`config.mk`:
```
export PLATFORM = sky130hd
export DESIGN_NAME = ifetch_unit
export DESIGN_NICKNAME = d
export VERILOG_FILES = /design/src/rtl/ifetch_unit.sv
export SDC_FILE = /design/constraint.sdc
export NUM_CORES = 1
export LEC_CHECK = 0
export CAP_MARGIN = 20
export CORE_UTILIZATION = 51
export DETAILED_ROUTE_END_ITERATION = 8
export GPL_TIMING_DRIVEN = 0
export PLACE_DENSITY_LB_ADDON = 0.05
export SLEW_MARGIN = 20
export SYNTH_ARGS = -nofsm -noshare
export SYNTH_HDL_FRONTEND = slang
export SYNTH_SLANG_ARGS = --single-unit
```
`constraint.sdc`:
```
create_clock -name clk -period 5 [get_ports clk]
set_clock_uncertainty 0.1 [all_clocks]
set_input_delay 1 -clock clk [delete_from_list [all_inputs] [get_ports clk]]
set_output_delay 1 -clock clk [all_outputs]
set_load 0.1 [all_outputs]
```
`src/rtl/ifetch_unit.sv`:
```
// Instruction fetch: PC register, single-outstanding memory requester, and a
// 2-entry {pc, instr} buffer feeding decode; redirects flush and restart fetch.
module ifetch_unit #(
  parameter logic [31:0] RESET_PC = 32'h0000_0000
) (
  input  logic        clk,
  input  logic        rst_n,
  output logic        imem_req,
  output logic [31:0] imem_addr,
  input  logic        imem_ready,
  input  logic        imem_rvalid,
  input  logic [31:0] imem_rdata,
  input  logic        redirect_valid,
  input  logic [31:0] redirect_pc,
  output logic        out_valid,
  output logic [31:0] out_instr,
  output logic [31:0] out_pc,
  input  logic        out_ready
);

  localparam int unsigned XLEN  = 32;
  localparam int unsigned DEPTH = 2;
  localparam int unsigned CNT_W = 2;
  localparam logic [XLEN-1:0] ADDR_MASK = ~XLEN'(3);

  typedef enum logic [1:0] {
    S_REQ  = 2'd0,
    S_WAIT = 2'd1,
    S_DROP = 2'd2
  } state_t;

  state_t            state_q;
  state_t            state_d;
  logic [XLEN-1:0]   pc_q;
  logic [XLEN-1:0]   fetch_pc_q;
  logic [XLEN-1:0]   fifo_pc    [DEPTH];
  logic [XLEN-1:0]   fifo_instr [DEPTH];
  logic              rd_ptr_q;
  logic              wr_ptr_q;
  logic [CNT_W-1:0]  count_q;

  logic can_req;
  logic accept;
  logic push;
  logic pop;

  // Reset gates the request so nothing is issued while rst_n is held low.
  assign can_req = rst_n && (count_q < CNT_W'(DEPTH)) && !redirect_valid;
  assign accept  = imem_req && imem_ready;
  assign push    = (state_q == S_WAIT) && imem_rvalid && !redirect_valid;
  assign pop     = (count_q != '0) && out_ready && !redirect_valid;

  assign imem_addr = pc_q;
  assign out_valid = (count_q != '0);
  assign out_instr = fifo_instr[rd_ptr_q];
  assign out_pc    = fifo_pc[rd_ptr_q];

  // State register
  always_ff @(posedge clk or negedge rst_n) begin
    if (!rst_n) begin
      state_q <= S_REQ;
    end else begin
      state_q <= state_d;
    end
  end

  // Next-state and request generation
  always_comb begin
    state_d  = state_q;
    imem_req = 1'b0;
    case (state_q)
      S_REQ: begin
        imem_req = can_req;
        if (can_req && imem_ready) begin
          state_d = S_WAIT;
        end
      end
      S_WAIT: begin
        if (imem_rvalid) begin
          state_d = S_REQ;
        end else if (redirect_valid) begin
          state_d = S_DROP;
        end
      end
      S_DROP: begin
        // Only the stale response can arrive here; it is discarded.
        if (imem_rvalid) begin
          state_d = S_REQ;
        end
      end
      default: state_d = S_REQ;
    endcase
  end

  // PC and fetch address tracking
  always_ff @(posedge clk or negedge rst_n) begin
    if (!rst_n) begin
      pc_q       <= RESET_PC & ADDR_MASK;
      fetch_pc_q <= '0;
    end else if (redirect_valid) begin
      pc_q <= redirect_pc & ADDR_MASK;
    end else if (accept) begin
      fetch_pc_q <= pc_q;
      pc_q       <= pc_q + XLEN'(4);
    end
  end

  // Two-entry circular buffer; redirect flushes and overrides push/pop.
  always_ff @(posedge clk or negedge rst_n) begin
    if (!rst_n) begin
      rd_ptr_q <= 1'b0;
      wr_ptr_q <= 1'b0;
      count_q  <= '0;
      for (int i = 0; i < int'(DEPTH); i++) begin
        fifo_pc[i]    <= '0;
        fifo_instr[i] <= '0;
      end
    end else if (redirect_valid) begin
      rd_ptr_q <= 1'b0;
      wr_ptr_q <= 1'b0;
      count_q  <= '0;
    end else begin
      if (push) begin
        fifo_pc[wr_ptr_q]    <= fetch_pc_q;
        fifo_instr[wr_ptr_q] <= imem_rdata;
        wr_ptr_q             <= ~wr_ptr_q;
      end
      if (pop) begin
        rd_ptr_q <= ~rd_ptr_q;
      end
      case ({push, pop})
        2'b10:   count_q <= count_q + CNT_W'(1);
        2'b01:   count_q <= count_q - CNT_W'(1);
        default: count_q <= count_q;
      endcase
    end
  end

endmodule

```
[Word level (Yosys, flattened, before mapping)]
Index checks and enable logic that the tools add are counted.
Storage, ports and cells
  output and inout port bits: 98
  flip-flop bits (word level): 198
Operators by class
  $add $sub $neg: 3
  reduce and logical (&&, ||, !) cells: 19
  $lt $le $gt $ge: 4
  mux-type cells: 24
  bitwise operators: 5
  equal/unequal tests: 7
Operator list (number)
  $mux 32: 9
  $bwmux 64: 2
  $add 32x3->32 const B: 1
  $demux 32 s1: 1
  $mux 2: 5
  $logic_and 1x1->1: 9
  $reduce_bool 2->1: 4
  $pmux 2 s3: 1
  $mux 1: 5
  $eq 2x1->1 const B: 2
  $eq 2x2->1 const B: 2
  $ge 2x2->1 const B: 2
  $ne 2x2->1 const B: 2
  $not 1->2: 2
  $pmux 2 s2: 1
  $reduce_and 2->1: 2
  $ne 3x3->1 const B: 1
  $not 1->1: 3
  $reduce_and 3->1: 1
  $reduce_bool 3->1: 1
  $add 2x1->2 const B: 1
  $logic_not 2->1: 1
  $lt 2x1->1 const B: 1
  $lt 2x2->1 const B: 1
  2 further kinds: 2

[Longest topological paths before layout]
Gate-level depths: netlist of run 1.
  word-level depth: 7
  mapped depth: 8
  mapped depth without buffers: 6

[Worst setup path after synthesis of run 1]
No wires, ideal clock.
  path type: input to output
  start point: in redirect_valid
  end point: out imem_req
  data arrival time: 2.228 ns
  cell stages on the path: 3
  setup slack: 1.672 ns
  data required time: 3.900 ns
  path buffers: 1
  path through: buf_2 -> nor4_4 -> and2_1
On the way
  cells in the longest elaborated chain, start to end: 3
Ends and longest elaborated chain
  start: declaration: line 13  | input logic redirect_valid,
  $logic_not 1->1: line 48  | assign can_req = rst_n && (count_q < CNT_W'(DEPTH)) && !redirect_valid;
  $logic_and 1x1->1: line 48
  $mux 1: line 71  | case (state_q)
  end: declaration: line 8  | output logic imem_req,
No other way between the ends.

[Worst setup path after layout of run 1]
  start point: reg rd_ptr_q
  end point: out out_instr[11]
On the way
  cells in the longest elaborated chain, start to end: 4
Ends and longest elaborated chain
  start: declaration: line 38  | logic rd_ptr_q;
  start signal: assignment: line 129  | rd_ptr_q <= ~rd_ptr_q;
  $not 1->2 (not written as such): line 55  | assign out_instr = fifo_instr[rd_ptr_q];
  $mux 32 (not written as such) (3 in a row): line 55
  end: declaration: line 16  | output logic [31:0] out_instr,
No other way between the ends. The select of a mux whose other input is x is not followed.

==> impl_metrics.py, run 1 <==
metrics = {
    "global_route": {
        "grt_max_degree": 103,
        "antenna_found_initial": 0,
        "grt_pass1_wl_um": 33200,
        "grt_overflow": 0,
        "first_global_vias": 6329,
        "grtUsageTotal": 0.245,
    },
    "floorplan": {
        "die_y_um": 132,
        "die_x_um": 132,
        "start_util": 0.521,
        "die_area_um2": 17500,
        "row_count": 47,
        "io_pins": 168,
        "core_um2": 16600,
    },
    "routing": {
        "vias": 6185,
        "viasPerCell": 5.49,
        "first_pass_iters": 5,
        "wire_per_inst_um": 18.0,
        "drt-total-wl_um": 20300,
        "first_iter_violations": 308,
        "post-route-drc-count": 0,
        "final_antenna_net_count": 0,
    },
    "clock_tree": {
        "cts_setup_buffers": 0,
        "htree_levels": 4,
        "cts_tree": "built",
        "numCtsBuffers": 17,
        "cts.hold.buffers_added": 0,
        "ctsRootBufferMaster": "clkbuf_16",
        "post_cts_resized": 0,
        "cts_sinks": 190,
        "path_clk_slew_ps": 70,
        "clock_latency_ps": 430,
        "clockBufferDepth": 2,
    },
    "synthesis": {
        "synth_top_area_frac": 0.551,
        "synth.most_common_cell": "dfrtp_1",
        "synthTopCellsByCount": "dfrtp_1, mux2_2, nand2_1",
        "ys_ff_latch": 190,
        "ys_types": 51,
        "yosysTopAreaCell": "dfrtp_1",
        "synthTopCellsByArea": "dfrtp_1, mux2_2, nand2_1",
        "synthArstFlopShare": 1.00,
        "syn_area_per_cell_um2": 12.2,
        "synth_warnings": 0,
        "yosys_most_used_dff": "dfrtp_1",
        "synthCells": 710,
        "ys_seq_area_frac": 0.551,
        "synth_edf_count": 0,
        "synth_area_um2": 8630,
    },
    "layout": {
        "syn_to_final_growth_pct": 29.1,
        "drive_gt1_frac": 0.280,
        "layout.nets": 964,
        "n_antenna_cell": 0,
        "finalNonFillerCells": 1126,
    },
    "timing": {
        "worst_pin_slew_ps": 1050,
        "hold_viol": 0,
        "fmax_ghz": 0.232,
        "rsz0062_at_grt": "no",
        "relSlewSlack": 0.300,
        "period_share": 0.862,
        "hold_slack_ps": 397,
        "period_minus_slack_ps": 4310,
        "finalMaxSlewViolations": 0,
        "finalSetupViolCount": 0,
    },
    "setup_path": {
        "required_ps": 3900,
        "startpoint_type": "flip-flop",
        "cp-end-kind": "output port",
        "critPathMaxFanout": 10,
        "cp_data_arrival_time_ps": 3210,
        "criticalPathCategory": "reg2out",
    },
    "min_path": {
        "hold_class": "reg2reg",
    },
    "job": {
        "drv_cap": 0,
    },
    "power": {
        "leakage_uw": 0.00509,
        "total_power_uw": 5820,
        "vdd_drop_max_uv": 322,
        "p_per_area_nw_per_um2": 522,
    },
    "placed_design": {
        "dp.cells": 1094,
        "globalplace.congestion": 0.897,
        "port-buffer-count": 160,
        "dpl.hpwl_um": 14400,
    },
    "run_status": {
        "outcome": "finished clean",
    },
}
placed cells by master (no fill, tap or decap), types with 3 or more instances in the layout:
master	count
dfrtp_1	190
mux2_2	186
clkdlybuf4s50_1	159
nand2_1	116
nor2_1	22
nand3_1	22
o21ai_0	22
buf_2	18
clkbuf_16	17
clkbuf_1	14
nand4_1	10
nor3_1	8
nor2b_1	7
a21oi_1	7
o211ai_1	6
a221o_1	6
buf_1	5
and2_1	5
a21o_1	5
buf_4	5
and3_1	5
nand3b_1	5
inv_1	4
conb_1	4
clkinv_4	4
o311ai_0	3
xor2_1	3
registers in the layout (all words and copies together), names as in the netlist:
name        count
imem_addr      30
fifo_instr     64
fetch_pc_q     30
count_q         2
wr_ptr_q        1
fifo_pc        60
state_q         2
rd_ptr_q        1
through the flow:
step	util	setup TNS, ps	area (µm²)	setup slack [ps]
after floorplan	-	0	8640	1670
after global placement	0.634	-1199210	10500	-5440
after detailed placement	0.636	0	10600	975
after CTS	0.672	0	11100	592
after global routing	0.672	0	11100	523
final	0.672	0	11100	689
power breakdown:
part / total (µW) / switching [µW] / internal [µW]
Clock: 1340 / 575 / 769
Sequential: 1990 / 183 / 1810
Combinational: 2480 / 1790 / 689
worst max-delay path: stages, from the launching register on:
cell and delay [ps]:
dfrtp_1 320, clkbuf_1 470, buf_1 560, mux2_2 270, clkdlybuf4s50_1 1140
layer usage:
metal | track usage | part of all wire | vias to the layer above
met5 | 0 | 0 | -
met4 | 0.0956 | 0.025 | 0
met3 | 0.0350 | 0.053 | 35
met2 | 0.402 | 0.49 | 213
met1 | 0.330 | 0.43 | 3065
li1 | - | - | 2872
final cells by class:
type | instances | area, µm²
inverters | 4 | 15.0
fillers | 1311 | 5440
multi-input cells | 477 | 3660
clock inverters | 11 | 133
flip-flops and latches | 190 | 4750
repair buffers | 161 | 1630
well taps | 220 | 275
clock buffers | 21 | 460
plain buffers | 42 | 214
cell families after synthesis:
logic type | synth area share
xor gates and xnor gates | 0.00507
adders and majority gates | 0.00145
AOI/OAI and AO/OA | 0.0474
buffers and inverters | 0.0265
DFF | 0.551
and+or+nand+nor | 0.126
muxes | 0.243
other | 0.000434
path summary, 6_finish.rpt:
| kind | start | endpoint | slack (ps) | cells past startpoint |
|---|---|---|---|---|
| max | rd_ptr_q | out_instr[11] | 690 | 4 |
| min | fetch_pc_q[23] | fetch_pc_q[23] | 400 | 2 |
| max reg2reg | state_q[1] | fifo_pc[40] | 2480 | 5 |
| max in group asynchronous | rst_n | fetch_pc_q[4] | 3420 | 2 |
| min reg2reg | fetch_pc_q[23] | fetch_pc_q[23] | 400 | 2 |
| min in group asynchronous | rst_n | fifo_instr[8] | 470 | 1 |
Power figures use the tool's default switching activity.
==> inputs of run 2 (changes only) <==
CTS_CLUSTER_DIAMETER = 30   (was not set)
HOLD_SLACK_MARGIN = 0.06   (was not set)
SLEW_MARGIN = not set   (was 20)
==> results of run 2 <==
Same layout as run 1: the final DEF is identical, and so are final timing and power.
==> inputs of run 3 (changes only) <==
MAX_ROUTING_LAYER = met4   (was not set)
==> run 3 against run 2 <==
Against the previous run:
- final area grew 0.12%
- register-to-register slack got worse by 110 ps
- total power increased by 0.72%
- non-clock buffer count is the same
- die area stayed put
- largest cell class unchanged
- critical endpoint is now out_pc[25]
- global-route usage is 1.6 points higher
- combinational power is essentially flat
==> impl_metrics.py, run 3 (synthesized netlist as in run 1, its figures left out) <==
metrics = {
    "run_status": {
        "outcome": "finished clean",
    },
    "clock_tree": {
        "cts_tree": "built",
        "htree_levels": 4,
        "path_clk_slew_ps": 70,
        "clock_latency_ps": 430,
        "cts_setup_buffers": 0,
        "ctsRootBufferMaster": "clkbuf_16",
        "clockBufferDepth": 2,
        "cts.hold.buffers_added": 0,
        "cts_sinks": 190,
        "numCtsBuffers": 17,
        "post_cts_resized": 0,
    },
    "layout": {
        "drive_gt1_frac": 0.283,
        "final_common_cell": "dfrtp_1",
        "multiInputGateArea_um2": 3660,
        "regMostFlops": "fifo_instr",
        "reg_top3": "fifo_instr: 64 flops, fifo_pc: 60 flops",
        "n_antenna_cell": 0,
        "nFillCells": 1275,
        "layout.nets": 964,
        "syn_to_final_growth_pct": 29.3,
        "fin_area_um2": 11200,
        "largest_reg_flops": 64,
        "final_cell_mix": "dfrtp_1, mux2_2, clkdlybuf4s50_1",
        "regArea_um2": 4750,
    },
    "timing": {
        "worst_pin_slew_ps": 1050,
        "finalMaxSlewViolations": 0,
        "relSlewSlack": 0.296,
        "period_share": 0.890,
        "fmax_ghz": 0.225,
        "hold_viol": 0,
        "finalSetupViolCount": 0,
        "rsz0062_at_grt": "no",
        "period_minus_slack_ps": 4450,
        "tns_ps": 0,
    },
    "placed_design": {
        "globalplace.congestion": 0.889,
        "dpl.hpwl_um": 14700,
        "port-buffer-count": 160,
        "post_dp_cell_area_um2": 10600,
    },
    "global_route": {
        "grt_overflow": 0,
        "grt_pass1_wl_um": 34100,
        "first_global_vias": 6588,
        "grtUsageTotal": 0.261,
        "grt_max_degree": 125,
        "antenna_found_initial": 0,
    },
    "floorplan": {
        "row_count": 47,
        "die_area_um2": 17500,
        "io_pins": 168,
        "start_util": 0.521,
        "die_x_um": 132,
        "core_um2": 16600,
        "die_y_um": 132,
    },
    "power": {
        "leakage_uw": 0.00509,
        "p_sw_frac": 0.445,
        "vdd_drop_max_uv": 283,
        "p_per_area_nw_per_um2": 525,
        "p_int_uw": 3250,
        "pwr-share-seq": 0.340,
        "combPwrFrac": 0.424,
        "power.share.clock": 0.236,
        "p_sw_uw": 2610,
    },
    "job": {
        "drv_cap": 0,
    },
    "setup_path": {
        "cpLargestDelayFamily": "buffers and inverters",
        "critPathLaunch": "rd_ptr_q",
        "cp-end-kind": "output port",
        "critPathMaxStageDelay_ps": 1130,
        "timing.rr.start": "state_q[1]",
        "startpoint_type": "flip-flop",
        "required_ps": 3900,
        "cp_data_arrival_time_ps": 3350,
        "critPathMaxFanout": 10,
        "worstPathCellList": "clkbuf_1, clkbuf_1, mux2_2, clkdlybuf4s50_1",
        "criticalPathCategory": "reg2out",
        "crit_buf_inv": 3,
        "critPathSlowestCell": "clkdlybuf4s50_1",
        "cpMostUsedCell": "clkbuf_1",
    },
    "routing": {
        "post-route-drc-count": 0,
        "viasPerCell": 5.59,
        "vias": 6296,
        "drt-total-wl_um": 20900,
        "first_iter_violations": 356,
        "first_pass_iters": 6,
        "final_antenna_net_count": 0,
        "wire_per_inst_um": 18.5,
    },
    "min_path": {
        "worstHoldStart": "fetch_pc_q[12]",
        "hold_class": "reg2reg",
    },
}
run 3: metal layers:
| metal | global-route usage | wire length, µm | vias up |
|---|---|---|---|
| met5 | - | 0 | - |
| met4 | 0.119 | 659 | 0 |
| met3 | 0.0388 | 979 | 43 |
| met2 | 0.416 | 10300 | 218 |
| met1 | 0.330 | 8870 | 3167 |
| li1 | - | - | 2868 |
run 3: worst paths after layout:
path | slack (ps) | endpoint | cells past startpoint
max | 550 | out_pc[25] | 4
min | 400 | fetch_pc_q[12] | 2
max reg2reg | 2370 | fifo_pc[58] | 5
min reg2reg | 400 | fetch_pc_q[12] | 2
max in group asynchronous | 3410 | fifo_pc[9] | 2
min in group asynchronous | 420 | fifo_instr[6] | 1
run 3: metrics by stage:
| stage | hold WS (ps) | utilization | power (µW) | setup WS [ps] | instances |
|---|---|---|---|---|---|
| final | 398 | 0.673 | 5860 | 549 | 1126 |
| after detailed placement | 379 | 0.636 | 4520 | 1030 | 1094 |
| after floorplan | 358 | - | 3910 | 1670 | 713 |
| after global routing | 411 | 0.673 | 6080 | 426 | 1126 |
| after CTS | 400 | 0.673 | 5900 | 562 | 1126 |
| after global placement | 376 | 0.634 | 4460 | -5460 | 1093 |
run 3: power by group through the flow:
| stage | sequential (µW) | combinational, µW | clock (µW) |
|---|---|---|---|
| 4_1_cts | 1990 | 2500 | 1410 |
| 3_5_place_dp | 2020 | 2500 | 0 |
| 3_3_place_gp | 2000 | 2460 | 0 |
| 5_1_grt | 2030 | 2570 | 1470 |
| 6_report | 1990 | 2490 | 1380 |
| 2_1_floorplan | 2140 | 1770 | 0 |
run 3: worst min-delay path, delay by kind of cell (launching register included):
family	cells	cell delay (ps)
DFF	1	360
and+or+nand+nor	2	110
run 3: cell type report:
class	instances	share of cell area
Buffer	42	0.0192
Clock buffer	17	0.0381
Clock inverter	15	0.0163
Inverter	4	0.00135
Multi-Input combinational cell	477	0.328
Sequential cell	190	0.426
Tap cell	220	0.0247
Timing Repair Buffer	161	0.146
